**src/rtl/uart_rx_pkg.sv**
```systemverilog
// uart_rx_pkg: shared types and constants for the UART receiver.
//   UART_RX_DATA_W : default number of data bits per frame
//   PRESCALE_W     : width of the Prescale (oversampling ratio) input
//   rx_state_t     : receiver FSM state encoding
package uart_rx_pkg;

    localparam int unsigned UART_RX_DATA_W = 8;
    localparam int unsigned PRESCALE_W     = 6;

    typedef enum logic [2:0] {
        IDLE   = 3'd0,
        START  = 3'd1,
        DATA   = 3'd2,
        PARITY = 3'd3,
        STOP   = 3'd4
    } rx_state_t;

endpackage

```
**src/rtl/uart_rx_sampler.sv**
```systemverilog
// uart_rx_sampler: per-bit edge counter and bit-value sampling for uart_rx.
//   clk, rst        : clock, asynchronous active-high reset
//   i_rx            : serial line (already synchronous to clk)
//   i_prescale      : oversampling ratio (8, 16 or 32)
//   i_run           : 1 while a frame is in progress; 0 holds the counter at 0
//   o_bit_c         : bit value, valid while o_decide_c is high
//   o_decide_c      : decision strobe; registered consumers see the result
//                     from edge count P/2+2 onward
//   o_last_c        : edge count is P-1 (last cycle of the bit)
// Build option UART_RX_MAJORITY_EN: 3-sample majority at P/2-1, P/2, P/2+1;
// otherwise a single sample taken at P/2. Decision timing is the same.
module uart_rx_sampler
    import uart_rx_pkg::*;
(
    input  logic                  clk,
    input  logic                  rst,
    input  logic                  i_rx,
    input  logic [PRESCALE_W-1:0] i_prescale,
    input  logic                  i_run,
    output logic                  o_bit_c,
    output logic                  o_decide_c,
    output logic                  o_last_c
);

    logic [PRESCALE_W-1:0] r_edge_cnt;
    logic [PRESCALE_W-1:0] w_half;
    logic                  r_s1;

    assign w_half     = i_prescale >> 1;
    assign o_last_c   = (r_edge_cnt == i_prescale - PRESCALE_W'(1));
    // The third sample is the live line value, so the decision lands on the
    // edge that moves the counter to P/2+2.
    assign o_decide_c = (r_edge_cnt == w_half + PRESCALE_W'(1));

    // Edge counter: 0..P-1 within each bit, parked at 0 when not running
    always_ff @(posedge clk or posedge rst) begin
        if (rst) begin
            r_edge_cnt <= '0;
        end else if (!i_run || o_last_c) begin
            r_edge_cnt <= '0;
        end else begin
            r_edge_cnt <= r_edge_cnt + PRESCALE_W'(1);
        end
    end

    // Centre sample
    always_ff @(posedge clk or posedge rst) begin
        if (rst) begin
            r_s1 <= 1'b1;
        end else if (r_edge_cnt == w_half) begin
            r_s1 <= i_rx;
        end
    end

`ifdef UART_RX_MAJORITY_EN
    logic r_s0;

    // Early sample for the majority vote
    always_ff @(posedge clk or posedge rst) begin
        if (rst) begin
            r_s0 <= 1'b1;
        end else if (r_edge_cnt == w_half - PRESCALE_W'(1)) begin
            r_s0 <= i_rx;
        end
    end

    assign o_bit_c = (r_s0 & r_s1) | (r_s0 & i_rx) | (r_s1 & i_rx);
`else
    assign o_bit_c = r_s1;
`endif

endmodule

```
**src/rtl/uart_rx.sv**
```systemverilog
// uart_rx: oversampling UART receiver, frame = start, DATA_W data bits
// LSB-first, optional parity, stop.
//   clk        : oversampling clock (Prescale x bit rate)
//   rst        : asynchronous active-high reset
//   RX_IN      : serial line, idle high (assumed synchronous to clk)
//   Prescale   : oversampling ratio, 8/16/32
//   Par_En     : parity bit present (latched at start-bit decision)
//   Par_Typ    : 0 even, 1 odd (latched at start-bit decision)
//   P_DATA     : last correctly received word
//   Data_Valid : frame received without error (high through end of stop bit)
//   PAR_Err    : parity mismatch, held until end of stop bit
//   STP_Err    : stop bit sampled low, held until end of stop bit
// Build option UART_RX_MAJORITY_EN selects 3-sample majority in the sampler.
module uart_rx
    import uart_rx_pkg::*;
#(
    parameter int unsigned DATA_W = UART_RX_DATA_W
)
(
    input  logic                  clk,
    input  logic                  rst,
    input  logic                  RX_IN,
    input  logic [PRESCALE_W-1:0] Prescale,
    input  logic                  Par_En,
    input  logic                  Par_Typ,
    output logic [DATA_W-1:0]     P_DATA,
    output logic                  Data_Valid,
    output logic                  PAR_Err,
    output logic                  STP_Err
);

    localparam int unsigned BIT_CNT_W = (DATA_W > 1) ? $clog2(DATA_W) : 1;
    localparam logic [BIT_CNT_W-1:0] LAST_BIT = BIT_CNT_W'(DATA_W - 1);

    rx_state_t             r_state;
    rx_state_t             w_next_state;

    logic                  w_bit;
    logic                  w_decide;
    logic                  w_last;
    logic                  w_run;
    logic                  w_par_exp;

    logic [BIT_CNT_W-1:0]  r_bit_cnt;
    logic [BIT_CNT_W-1:0]  w_bit_cnt_d;
    logic [DATA_W-1:0]     r_shift;
    logic [DATA_W-1:0]     w_shift_d;
    logic [DATA_W-1:0]     w_p_data_d;
    logic                  r_par_en;
    logic                  r_par_typ;
    logic                  w_par_en_d;
    logic                  w_par_typ_d;
    logic                  w_data_valid_d;
    logic                  w_par_err_d;
    logic                  w_stp_err_d;

    // Counter runs only while a frame stays in progress, so it reads 0 in IDLE
    assign w_run     = (r_state != IDLE) && (w_next_state != IDLE);
    assign w_par_exp = (^r_shift) ^ r_par_typ;

    uart_rx_sampler u_sampler (
        .clk        (clk),
        .rst        (rst),
        .i_rx       (RX_IN),
        .i_prescale (Prescale),
        .i_run      (w_run),
        .o_bit_c    (w_bit),
        .o_decide_c (w_decide),
        .o_last_c   (w_last)
    );

    // State register
    always_ff @(posedge clk or posedge rst) begin
        if (rst) begin
            r_state <= IDLE;
        end else begin
            r_state <= w_next_state;
        end
    end

    // Next-state logic
    always_comb begin
        w_next_state = r_state;
        case (r_state)
            IDLE: begin
                if (!RX_IN) begin
                    w_next_state = START;
                end
            end
            START: begin
                if (w_decide && w_bit) begin
                    w_next_state = IDLE;
                end else if (w_last) begin
                    w_next_state = DATA;
                end
            end
            DATA: begin
                if (w_last && (r_bit_cnt == LAST_BIT)) begin
                    w_next_state = r_par_en ? PARITY : STOP;
                end
            end
            PARITY: begin
                if (w_last) begin
                    w_next_state = STOP;
                end
            end
            STOP: begin
                if (w_last) begin
                    w_next_state = IDLE;
                end
            end
            default: w_next_state = IDLE;
        endcase
    end

    // Output / datapath next values
    always_comb begin
        w_bit_cnt_d    = r_bit_cnt;
        w_shift_d      = r_shift;
        w_p_data_d     = P_DATA;
        w_par_en_d     = r_par_en;
        w_par_typ_d    = r_par_typ;
        w_data_valid_d = Data_Valid;
        w_par_err_d    = PAR_Err;
        w_stp_err_d    = STP_Err;
        case (r_state)
            START: begin
                if (w_decide && !w_bit) begin
                    w_par_en_d  = Par_En;
                    w_par_typ_d = Par_Typ;
                end
            end
            DATA: begin
                // Right shift: the first bit received ends up in bit 0
                if (w_decide) begin
                    w_shift_d = DATA_W'({w_bit, r_shift} >> 1);
                end
                if (w_last) begin
                    w_bit_cnt_d = (r_bit_cnt == LAST_BIT) ? '0
                                                          : r_bit_cnt + BIT_CNT_W'(1);
                end
            end
            PARITY: begin
                if (w_decide && (w_bit != w_par_exp)) begin
                    w_par_err_d = 1'b1;
                end
            end
            STOP: begin
                if (w_decide) begin
                    if (!w_bit) begin
                        w_stp_err_d = 1'b1;
                    end else if (!PAR_Err) begin
                        w_data_valid_d = 1'b1;
                        w_p_data_d     = r_shift;
                    end
                end
            end
            default: ;
        endcase
        // Status flags never survive into IDLE
        if (w_next_state == IDLE) begin
            w_data_valid_d = 1'b0;
            w_par_err_d    = 1'b0;
            w_stp_err_d    = 1'b0;
        end
    end

    // Datapath and output registers
    always_ff @(posedge clk or posedge rst) begin
        if (rst) begin
            r_bit_cnt  <= '0;
            r_shift    <= '0;
            r_par_en   <= 1'b0;
            r_par_typ  <= 1'b0;
            P_DATA     <= '0;
            Data_Valid <= 1'b0;
            PAR_Err    <= 1'b0;
            STP_Err    <= 1'b0;
        end else begin
            r_bit_cnt  <= w_bit_cnt_d;
            r_shift    <= w_shift_d;
            r_par_en   <= w_par_en_d;
            r_par_typ  <= w_par_typ_d;
            P_DATA     <= w_p_data_d;
            Data_Valid <= w_data_valid_d;
            PAR_Err    <= w_par_err_d;
            STP_Err    <= w_stp_err_d;
        end
    end

endmodule

```
**config.mk**
```make
export PLATFORM = sky130hd
export DESIGN_NAME = uart_rx
export DESIGN_NICKNAME = d
export VERILOG_FILES = /design/src/rtl/uart_rx_pkg.sv /design/src/rtl/uart_rx_sampler.sv /design/src/rtl/uart_rx.sv
export SDC_FILE = /design/constraint.sdc
export NUM_CORES = 1
export LEC_CHECK = 0
export BUFFER_PORTS_ARGS = -buffer_cell sky130_fd_sc_hd__clkbuf_2
export CORE_MARGIN = 2
export CORE_UTILIZATION = 25
export DETAILED_ROUTE_END_ITERATION = 6
export HOLD_SLACK_MARGIN = 0.03
export SLEW_MARGIN = 10
export SYNTH_ARGS = -nofsm -noshare
export SYNTH_HDL_FRONTEND = slang
export SYNTH_SLANG_ARGS = --single-unit
```
**constraint.sdc**
```tcl
create_clock -name clk -period 1.98 [get_ports clk]
set_input_delay 0.297 -clock clk [delete_from_list [all_inputs] [get_ports clk]]
set_output_delay 0.297 -clock clk [all_outputs]
set_load 0.05 [all_outputs]
```
==> flow_summary.yaml, run 1 <==
floorplanning:
  core_um2: 7730
  start_util: 0.258
  core.rowCount: 32
  die_area_um2: 8700
  ios: 22
  die_h_um: 93.3
  die_x_um: 93.3
finish:
  diodes: 0
  fin_nets: 253
  drive_gt1_frac: 0.439
  post-route-util: 0.345
  area_growth_pct: 33.8
routing:
  ant_nets: 0
  first_iter_violations: 123
  drt-total-wl_um: 4410
  firstDrtPassIters: 4
  wire_per_inst_um: 13.0
  num_vias: 1492
  drc: 0
  viasPerCell: 4.40
clocking:
  insertion_delay_ps: 280
  cts_sinks: 34
  htreeDepth: 2
  clockBufferDepth: 2
  path_clk_slew_ps: 70
  cts_tree: "yes"
  root_buffer: "clkbuf_8"
  numCtsBuffers: 5
global_route:
  grt_first_pass_wirelength_um: 7220
  grtUsageTotal: 0.105
  grt_overflow_total: 0
  antenna_found_initial: 0
  grt_max_degree: 35
  grt_pass1_vias: 1528
timing:
  hold_viol: 0
  max_slew_margin: 0.713
  period_needed_ps: 2000
  holdWs_ps: 76.4
  finalCritPeriodShare: 1.01
  skew_ps: 9.48
  tns_ps: -25.0
  worst_slack_ps: -15.8
  rsz0062_at_grt: "yes"
  fmaxAchievable_ghz: 0.501
  slew_violations: 0
  tightest_slew_ps: 430
  setup_viol: 2
power_and_ir_drop:
  power_leakage_uw: 0.00123
  finalPower_uw: 2470
  power_density_nw_per_um2: 926
  ir_drop_uv: 386
synthesis:
  syn_nets: 201
  yosysUniqueCellTypes: 45
  ys_async_sr_fraction: 1.00
  synth_cells: 184
  synth_top_area_share: 0.414
  synth_edf_count: 0
  ys_seq_elements: 34
  ys_top_cells_by_area: "dfrtp_1, xnor2_1, mux2_4, xor2_1, mux2_2"
  synth_area_leader_cell: "dfrtp_1"
  ys.flop_type: "dfrtp_1"
  syn_area_um2: 1990
  ys_warn_count: 0
  seq_area_frac_synth: 0.427
  syn_area_per_cell_um2: 10.8
setup_path:
  cp-start-kind: "flip-flop"
  critPathLaunch: "u_sampler.r_edge_cnt[4]$_DFF_PP0_"
  ff2ff_path_depth: 6
  timing.rr.start: "u_sampler.r_edge_cnt[4]$_DFF_PP0_"
  required_ps: 2140
  regToRegSetupSlack_ps: -20
  timing.rr.end: "r_par_typ$_DFFE_PP0P_"
  worstPathMaxFanout: 4
  crit_arrival_ps: 2160
  path_class: "flip-flop to flip-flop"
  end_kind: "flip-flop"
placed_design:
  portBuffers: 21
  gp_congestion: 0.843
  hpwl_um: 3250
hold_path:
  worstHoldPathType: "input port to async pin"
outcome:
  outcome: "complete, but fails checks"
  failed_checks: "negative setup slack"
run:
  max-cap-violations: 0
## flip-flops by register name, summed over array words and instances (netlist names)
| name | cells |
|---|---|
| u_sampler.o_bit_c | 1 |
| Data_Valid | 1 |
| r_state | 3 |
| P_DATA | 8 |
| STP_Err | 1 |
| r_par_en | 1 |
| r_par_typ | 1 |
| PAR_Err | 1 |
| r_shift | 8 |
| u_sampler.r_edge_cnt | 6 |
| r_bit_cnt | 3 |
## worst max-delay path by stage
stage	endpoint	cells after the start	slack (ps)
finish	r_par_typ$_DFFE_PP0P_	6	-20
global route	r_par_typ$_DFFE_PP0P_	6	-70
CTS	u_sampler.r_edge_cnt[0]$_DFF_PP0_	8	3
detailed placement	r_par_typ$_DFFE_PP0P_	9	-300
global placement	r_par_en$_DFFE_PP0P_	9	-250
floorplan	r_shift[0]$_DFFE_PP0P_	8	-20
## power by group
group	internal [uW]	total [uW]	switching [uW]
Sequential	812	989	177
Combinational	483	956	472
Clock	280	523	243
Total	1580	2470	893
## cell usage in the layout, fill, tap and decap left out, types with 2 or more instances in the layout
cell type,instances
dfrtp_1,30
buf_4,28
clkbuf_2,20
nor2_1,16
xnor2_1,14
mux2_4,13
xor2_1,11
inv_1,10
mux2_2,8
nand2_1,7
o21ai_0,6
nand3_1,6
clkbuf_8,6
nor3_1,4
nand2b_1,4
ha_1,4
dfrtp_2,3
xnor2_2,2
nand4_1,2
nor4b_4,2
nor2b_1,2
a31oi_1,2
a21oi_2,2
## cell type report
class,instances,area (um2)
multi-input cells,133,1200
well taps,102,128
clock buffers,7,86.3
repair buffers,51,347
flip-flops and latches,34,856
clock inverters,1,5.00
fillers,777,5060
inverters,11,41.3
## timing repair
action,4_1_cts,5_1_grt
hold buffers,0,0
gates resized for setup,4,22
pin swaps,2,9
setup endpoints to repair,10,32
setup buffers,0,3
## synthesized netlist by cell type (2+ instances only)
cell,number
buf_6,2
nand4_1,2
nor2_1,16
nor2b_1,2
a21oi_1,3
mux2_1,5
mux2_4,8
clkbuf_1,2
nand2_1,7
ha_1,6
nand2b_1,4
o21ai_0,7
buf_2,2
xnor2_1,17
dfrtp_1,33
nand3_1,6
a31oi_1,2
nor4b_1,2
inv_1,11
xor2_1,12
mux2_2,8
nor3_1,4
## per-layer routing
layer / share of wire / wire length [um] / vias to the layer above / global-route usage
met5: 0 / 0 / - / 0
met4: 0.011 / 48 / 0 / 0.0331
met3: 0.023 / 101 / 4 / 0.0145
met2: 0.48 / 2120 / 22 / 0.170
met1: 0.49 / 2140 / 730 / 0.144
li1: - / - / 736 / -
## logic make-up after synthesis
kind of cell / share of synthesized area
flops: 0.427
mux: 0.134
fa+ha+maj: 0.0377
xor+xnor: 0.127
buf+inv: 0.0408
compound gates: 0.0866
simple gates: 0.146
## critical path: stages (launching register included)
cell and delay (ps):
dfrtp_1 420, xnor2_2 170, nor4b_2 270, a31o_4 160, and3_4 190, nor4b_4 310, mux2_4 340
## through the flow
stage / cells / setup slack (ps) / cell area [um2]
global placement: 328 / -251 / 2440
finish: 339 / -15.8 / 2670
detailed placement: 328 / -303 / 2440
global route: 339 / -73.6 / 2670
floorplan: 184 / -16.2 / 2040
CTS: 336 / 3.06 / 2550
No activity file was read; power rests on OpenSTA's default activity.
==> run 2: changes to the inputs <==
--- a/config.mk
+++ b/config.mk
@@ -9,6 +9,7 @@
 export CORE_MARGIN = 2
 export CORE_UTILIZATION = 25
 export DETAILED_ROUTE_END_ITERATION = 6
+export GPL_TIMING_DRIVEN = 0
 export HOLD_SLACK_MARGIN = 0.03
 export SLEW_MARGIN = 10
 export SYNTH_ARGS = -nofsm -noshare
==> flow_summary.yaml, run 2 (synthesis gave the netlist of run 1 again) <==
outcome:
  outcome: "completed"
timing:
  tns_ps: 0
  period_needed_ps: 1970
  fmaxAchievable_ghz: 0.507
  holdWs_ps: 109
  rsz0062_at_grt: "yes"
  skew_ps: 4.01
  hold_viol: 0
  tightest_slew_ps: 716
  finalCritPeriodShare: 0.996
  max_slew_margin: 0.522
  setup_viol: 0
  slew_violations: 0
global_route:
  grt_overflow_total: 0
  antenna_found_initial: 0
  grt_pass1_vias: 1505
  grt_max_degree: 35
  grt.met3_usage: 0.0169
  grt.busiest_layer: "met2"
  grt_first_pass_wirelength_um: 6960
  grt_use_met2: 0.165
  grtUsageMet1: 0.136
  grtUsageTotal: 0.0999
setup_path:
  path_class: "flip-flop to flip-flop"
  crit_arrival_ps: 2140
  cp_cell_sequence: "xnor2_4 -> nor4b_4 -> a31o_4 -> and3_4 -> nor4b_4 -> mux2_4"
  critPathMaxStageDelay_ps: 460
  timing.rr.start: "u_sampler.r_edge_cnt[4]$_DFF_PP0_"
  cpMaxStageDelayCell: "dfrtp_2"
  required_ps: 2150
  critPathLaunch: "u_sampler.r_edge_cnt[4]$_DFF_PP0_"
  end_kind: "flip-flop"
  cp-start-kind: "flip-flop"
  crit_top_cell: "nor4b_4"
  worstPathMaxFanout: 4
power_and_ir_drop:
  p_clk_frac: 0.218
  power_density_nw_per_um2: 920
  power_switching_uw: 889
  seqPwrFrac: 0.391
  ir_drop_uv: 558
  p_int_uw: 1540
  comb_power_share: 0.391
  power_leakage_uw: 0.00119
  swShare: 0.366
placed_design:
  portBuffers: 20
  dp_cells: 306
  gp_congestion: 0.789
  hpwl_um: 2840
  dpl-instance-area_um2: 2260
clocking:
  cts_sinks: 34
  cts_tree: "yes"
  path_clk_slew_ps: 70
  root_buffer: "clkbuf_8"
  insertion_delay_ps: 280
  numCtsBuffers: 5
  clockBufferDepth: 2
  htreeDepth: 2
routing:
  drt-total-wl_um: 4300
  first_iter_violations: 102
  ant_nets: 0
  firstDrtPassIters: 4
  drc: 0
  num_vias: 1474
  wire_per_inst_um: 13.3
  viasPerCell: 4.55
finish:
  final_common_cell: "dfrtp_1"
  fill_cells: 766
  final_cell_mix: "dfrtp_1, mux2_4, clkbuf_2"
  fin_area_um2: 2640
  diodes: 0
  reg_top3: "P_DATA x8, r_shift x8, u_sampler.r_edge_cnt x6"
  drive_gt1_frac: 0.419
  final_cells: 324
  area_growth_pct: 32.3
  fin_nets: 238
floorplanning:
  die_h_um: 93.3
  start_util: 0.258
  core.rowCount: 32
  ios: 22
  die_x_um: 93.3
  die_area_um2: 8700
  core_um2: 7730
run:
  max-cap-violations: 0
hold_path:
  worstHoldPathType: "input port to async pin"
==> run 2: cell count changes in the layout (fill, tap and decap cells not counted), moves of 2 or more <==
cell	change
mux2_4	+8
clkbuf_2	-2
buf_4	-16
mux2_2	-8
buf_6	+3
==> run 2: power groups by stage <==
stage | clock network, uW | logic (uW) | registers [uW]
after global placement | 0 | 765 | 942
after floorplan | 0 | 619 | 922
after detailed placement | 0 | 772 | 943
after global routing | 569 | 1040 | 972
final | 529 | 948 | 950
after CTS | 545 | 841 | 934
==> run 2: stage by stage <==
| stage | utilization | total power [uW] | worst slack [ps] |
|---|---|---|---|
| 3_3_place_gp | 0.293 | 1710 | -460 |
| 4_1_cts | 0.317 | 2320 | -2.70 |
| 6_report | 0.341 | 2430 | 8.25 |
| 5_1_grt | 0.341 | 2580 | -100 |
| 3_5_place_dp | 0.293 | 1720 | -507 |
| 2_1_floorplan | - | 1540 | -16.2 |
==> run 2: layer usage <==
layer | wire length (um) | vias to the layer above
li1 | - | 713
met4 | 38 | 0
met5 | 0 | -
met1 | 2040 | 727
met3 | 160 | 5
met2 | 2060 | 29
==> run 2: final timing paths <==
kind,to,slack (ps),cells after the start
setup / recovery,r_par_typ$_DFFE_PP0P_,8,6
hold / removal,r_par_en$_DFFE_PP0P_,110,2
setup reg to reg,r_par_typ$_DFFE_PP0P_,8,6
hold reg to reg,P_DATA[2]$_DFFE_PP0P_,510,1
max in group asynchronous,u_sampler.r_edge_cnt[5]$_DFF_PP0_,1360,2
min in group clk,u_sampler.o_bit_c$_DFFE_PP1N_,240,3
==> run 2: final cells by class <==
cell class / instances / area [um2] / share of cell area
repair buffers: 32 / 203 / 0.0768
inverters: 11 / 41.3 / 0.0157
plain buffers: 4 / 41.3 / 0.0157
multi-input cells: 133 / 1270 / 0.483
flip-flops and latches: 34 / 856 / 0.324
clock buffers: 6 / 82.6 / 0.0313
well taps: 102 / 128 / 0.0484
clock inverters: 2 / 12.5 / 0.00474
==> run 2: critical path: cells and delay by family (launching register included) <==
family          cells  cell delay (ps)
compound gates      1              150
xor+xnor            1              170
flops               1              460
mux                 1              330
simple gates        3              740
==> run 2: what timing repair did <==
| item | CTS | global route |
|---|---|---|
| setup buffers | 3 | 9 |
| hold buffers | 0 | 0 |
| gates resized for setup | 13 | 33 |
| pin swaps | 3 | 7 |
| endpoints found under the setup margin | 26 | 31 |
==> run 3: changes to the inputs <==
--- a/config.mk
+++ b/config.mk
@@ -11,6 +11,7 @@
 export DETAILED_ROUTE_END_ITERATION = 6
 export GPL_TIMING_DRIVEN = 0
 export HOLD_SLACK_MARGIN = 0.03
+export SETUP_SLACK_MARGIN = 0.02
 export SLEW_MARGIN = 10
 export SYNTH_ARGS = -nofsm -noshare
 export SYNTH_HDL_FRONTEND = slang
==> flow_summary.yaml, run 3 (synthesis gave the netlist of run 1 again) <==
power_and_ir_drop:
  ir_drop_uv: 554
  power_density_nw_per_um2: 952
  power_leakage_uw: 0.00119
clocking:
  ctsHoldBuffers: 0
  numCtsBuffers: 5
  path_clk_slew_ps: 70
  root_buffer: "clkbuf_8"
  cts_sinks: 34
  cts_tree: "yes"
  htreeDepth: 2
  clockBufferDepth: 2
  insertion_delay_ps: 280
floorplanning:
  start_util: 0.258
  die_area_um2: 8700
  die_h_um: 93.3
  die_x_um: 93.3
  core_um2: 7730
  ios: 22
  core.rowCount: 32
timing:
  finalCritPeriodShare: 1.00
  max_slew_margin: 0.514
  period_needed_ps: 1980
  tns_ps: -0.0806
  skew_ps: 10.6
  slew_violations: 0
  rsz0062_at_grt: "yes"
  hold_viol: 0
  tightest_slew_ps: 728
  fmaxAchievable_ghz: 0.505
  worst_slack_ps: -0.0806
  setup_viol: 1
global_route:
  grt_pass1_vias: 1498
  antenna_found_initial: 0
  grt_max_degree: 35
  grt_first_pass_wirelength_um: 7220
  grtUsageTotal: 0.102
  grt_overflow_total: 0
placed_design:
  dp_cells: 306
  hpwl_um: 2890
  portBuffers: 20
  gp_congestion: 0.837
routing:
  viasPerCell: 4.62
  first_iter_violations: 101
  wire_per_inst_um: 13.2
  drc: 0
  firstDrtPassIters: 4
  drt-total-wl_um: 4310
  ant_nets: 0
  num_vias: 1512
finish:
  area_growth_pct: 32.4
  final_cell_mix: "dfrtp_1, clkbuf_2, nor2_1, xnor2_1, buf_4"
  diodes: 0
  fin_nets: 241
  drive_gt1_frac: 0.413
  reg_top3: "P_DATA x8, r_shift x8, u_sampler.r_edge_cnt x6"
  final_cells: 327
  final_common_cell: "dfrtp_1"
setup_path:
  end_kind: "flip-flop"
  crit_arrival_ps: 2140
  critPathMaxStageDelay_ps: 350
  cp_cell_sequence: "buf_4 -> ha_4 -> and3b_1 -> or3_1 -> a31o_4 -> buf_4 -> nand4_1 -> buf_6 -> mux2_2"
  worstPathMaxFanout: 5
  cpMaxStageDelayCell: "or3_1"
  required_ps: 2140
  crit_top_cell: "buf_4"
  cp-start-kind: "input port"
  path_class: "input port to flip-flop"
  ff2ff_path_depth: 6
hold_path:
  worstHoldPathType: "input port to async pin"
outcome:
  outcome: "complete, but fails checks"
  failed_checks: "negative setup slack"
run:
  max-cap-violations: 0
-- run 3: cell types whose count changed in the layout (fill, tap and decap cells not counted), moves of 2 or more --
cell,delta
buf_4,+3
clkbuf_8,+3
mux2_1,+2
mux2_2,+8
mux2_4,-10
-- run 3: where the power goes --
part | switching [uW] | internal (uW)
combinational | 500 | 463
clock | 246 | 351
sequential | 141 | 809
total | 888 | 1620
-- run 3: worst max-delay path: cells and delay by family --
| kind | cells | cell delay, ps |
|---|---|---|
| compound gates | 1 | 250 |
| fa+ha+maj | 1 | 160 |
| buf+inv | 3 | 430 |
| mux | 1 | 330 |
| simple gates | 3 | 670 |
-- run 3: cell type report --
class / instances / area (um2)
buffer: 5 / 60.1
clock buffer: 8 / 110
fill: 786 / 5090
inverter: 11 / 41.3
multi-input combinational: 133 / 1230
sequential: 34 / 856
tap: 102 / 128
timing repair buffer: 34 / 214
-- run 3: metal layers --
layer  global-route usage  up-vias  part of all wire
li1                     -      718                 -
met2                0.164       47              0.47
met1                0.144      745              0.48
met5                    0        -                 0
met4               0.0208        0            0.0035
met3               0.0201        2             0.046
-- run 3: final timing paths --
| kind | startpoint | endpoint | slack (ps) |
|---|---|---|---|
| worst max-delay path | Prescale[1] | P_DATA[3]$_DFFE_PP0P_ | -0.08 |
| worst min-delay path | rst | r_par_en$_DFFE_PP0P_ | 110 |
| worst max register to register | u_sampler.r_edge_cnt[4]$_DFF_PP0_ | r_par_typ$_DFFE_PP0P_ | 30 |
| worst min register to register | r_bit_cnt[2]$_DFFE_PP0P_ | r_bit_cnt[2]$_DFFE_PP0P_ | 500 |
| max in group asynchronous | rst | u_sampler.r_edge_cnt[5]$_DFF_PP0_ | 1350 |
| min in group clk | Par_En | r_par_en$_DFFE_PP0P_ | 260 |
-- run 3: timing repair --
item,in CTS,in global routing
endpoints found under the setup margin,28,31
gates resized for setup,16,19
gates cloned,0,1
setup buffers,6,7
pin swaps,4,4
-- run 3: per-stage QoR --
| step | instance area, um2 | hold WS [ps] | setup WS [ps] | utilization | total power (uW) |
|---|---|---|---|---|---|
| global placement | 2270 | 474 | -452 | 0.294 | 1710 |
| floorplan | 2040 | 406 | -16.2 | - | 1550 |
| detailed placement | 2270 | 448 | -492 | 0.294 | 1730 |
| finish | 2640 | 112 | -0.0806 | 0.341 | 2510 |
| CTS | 2500 | 146 | 19.6 | 0.324 | 2420 |
| global route | 2640 | 179 | -65.6 | 0.341 | 2690 |
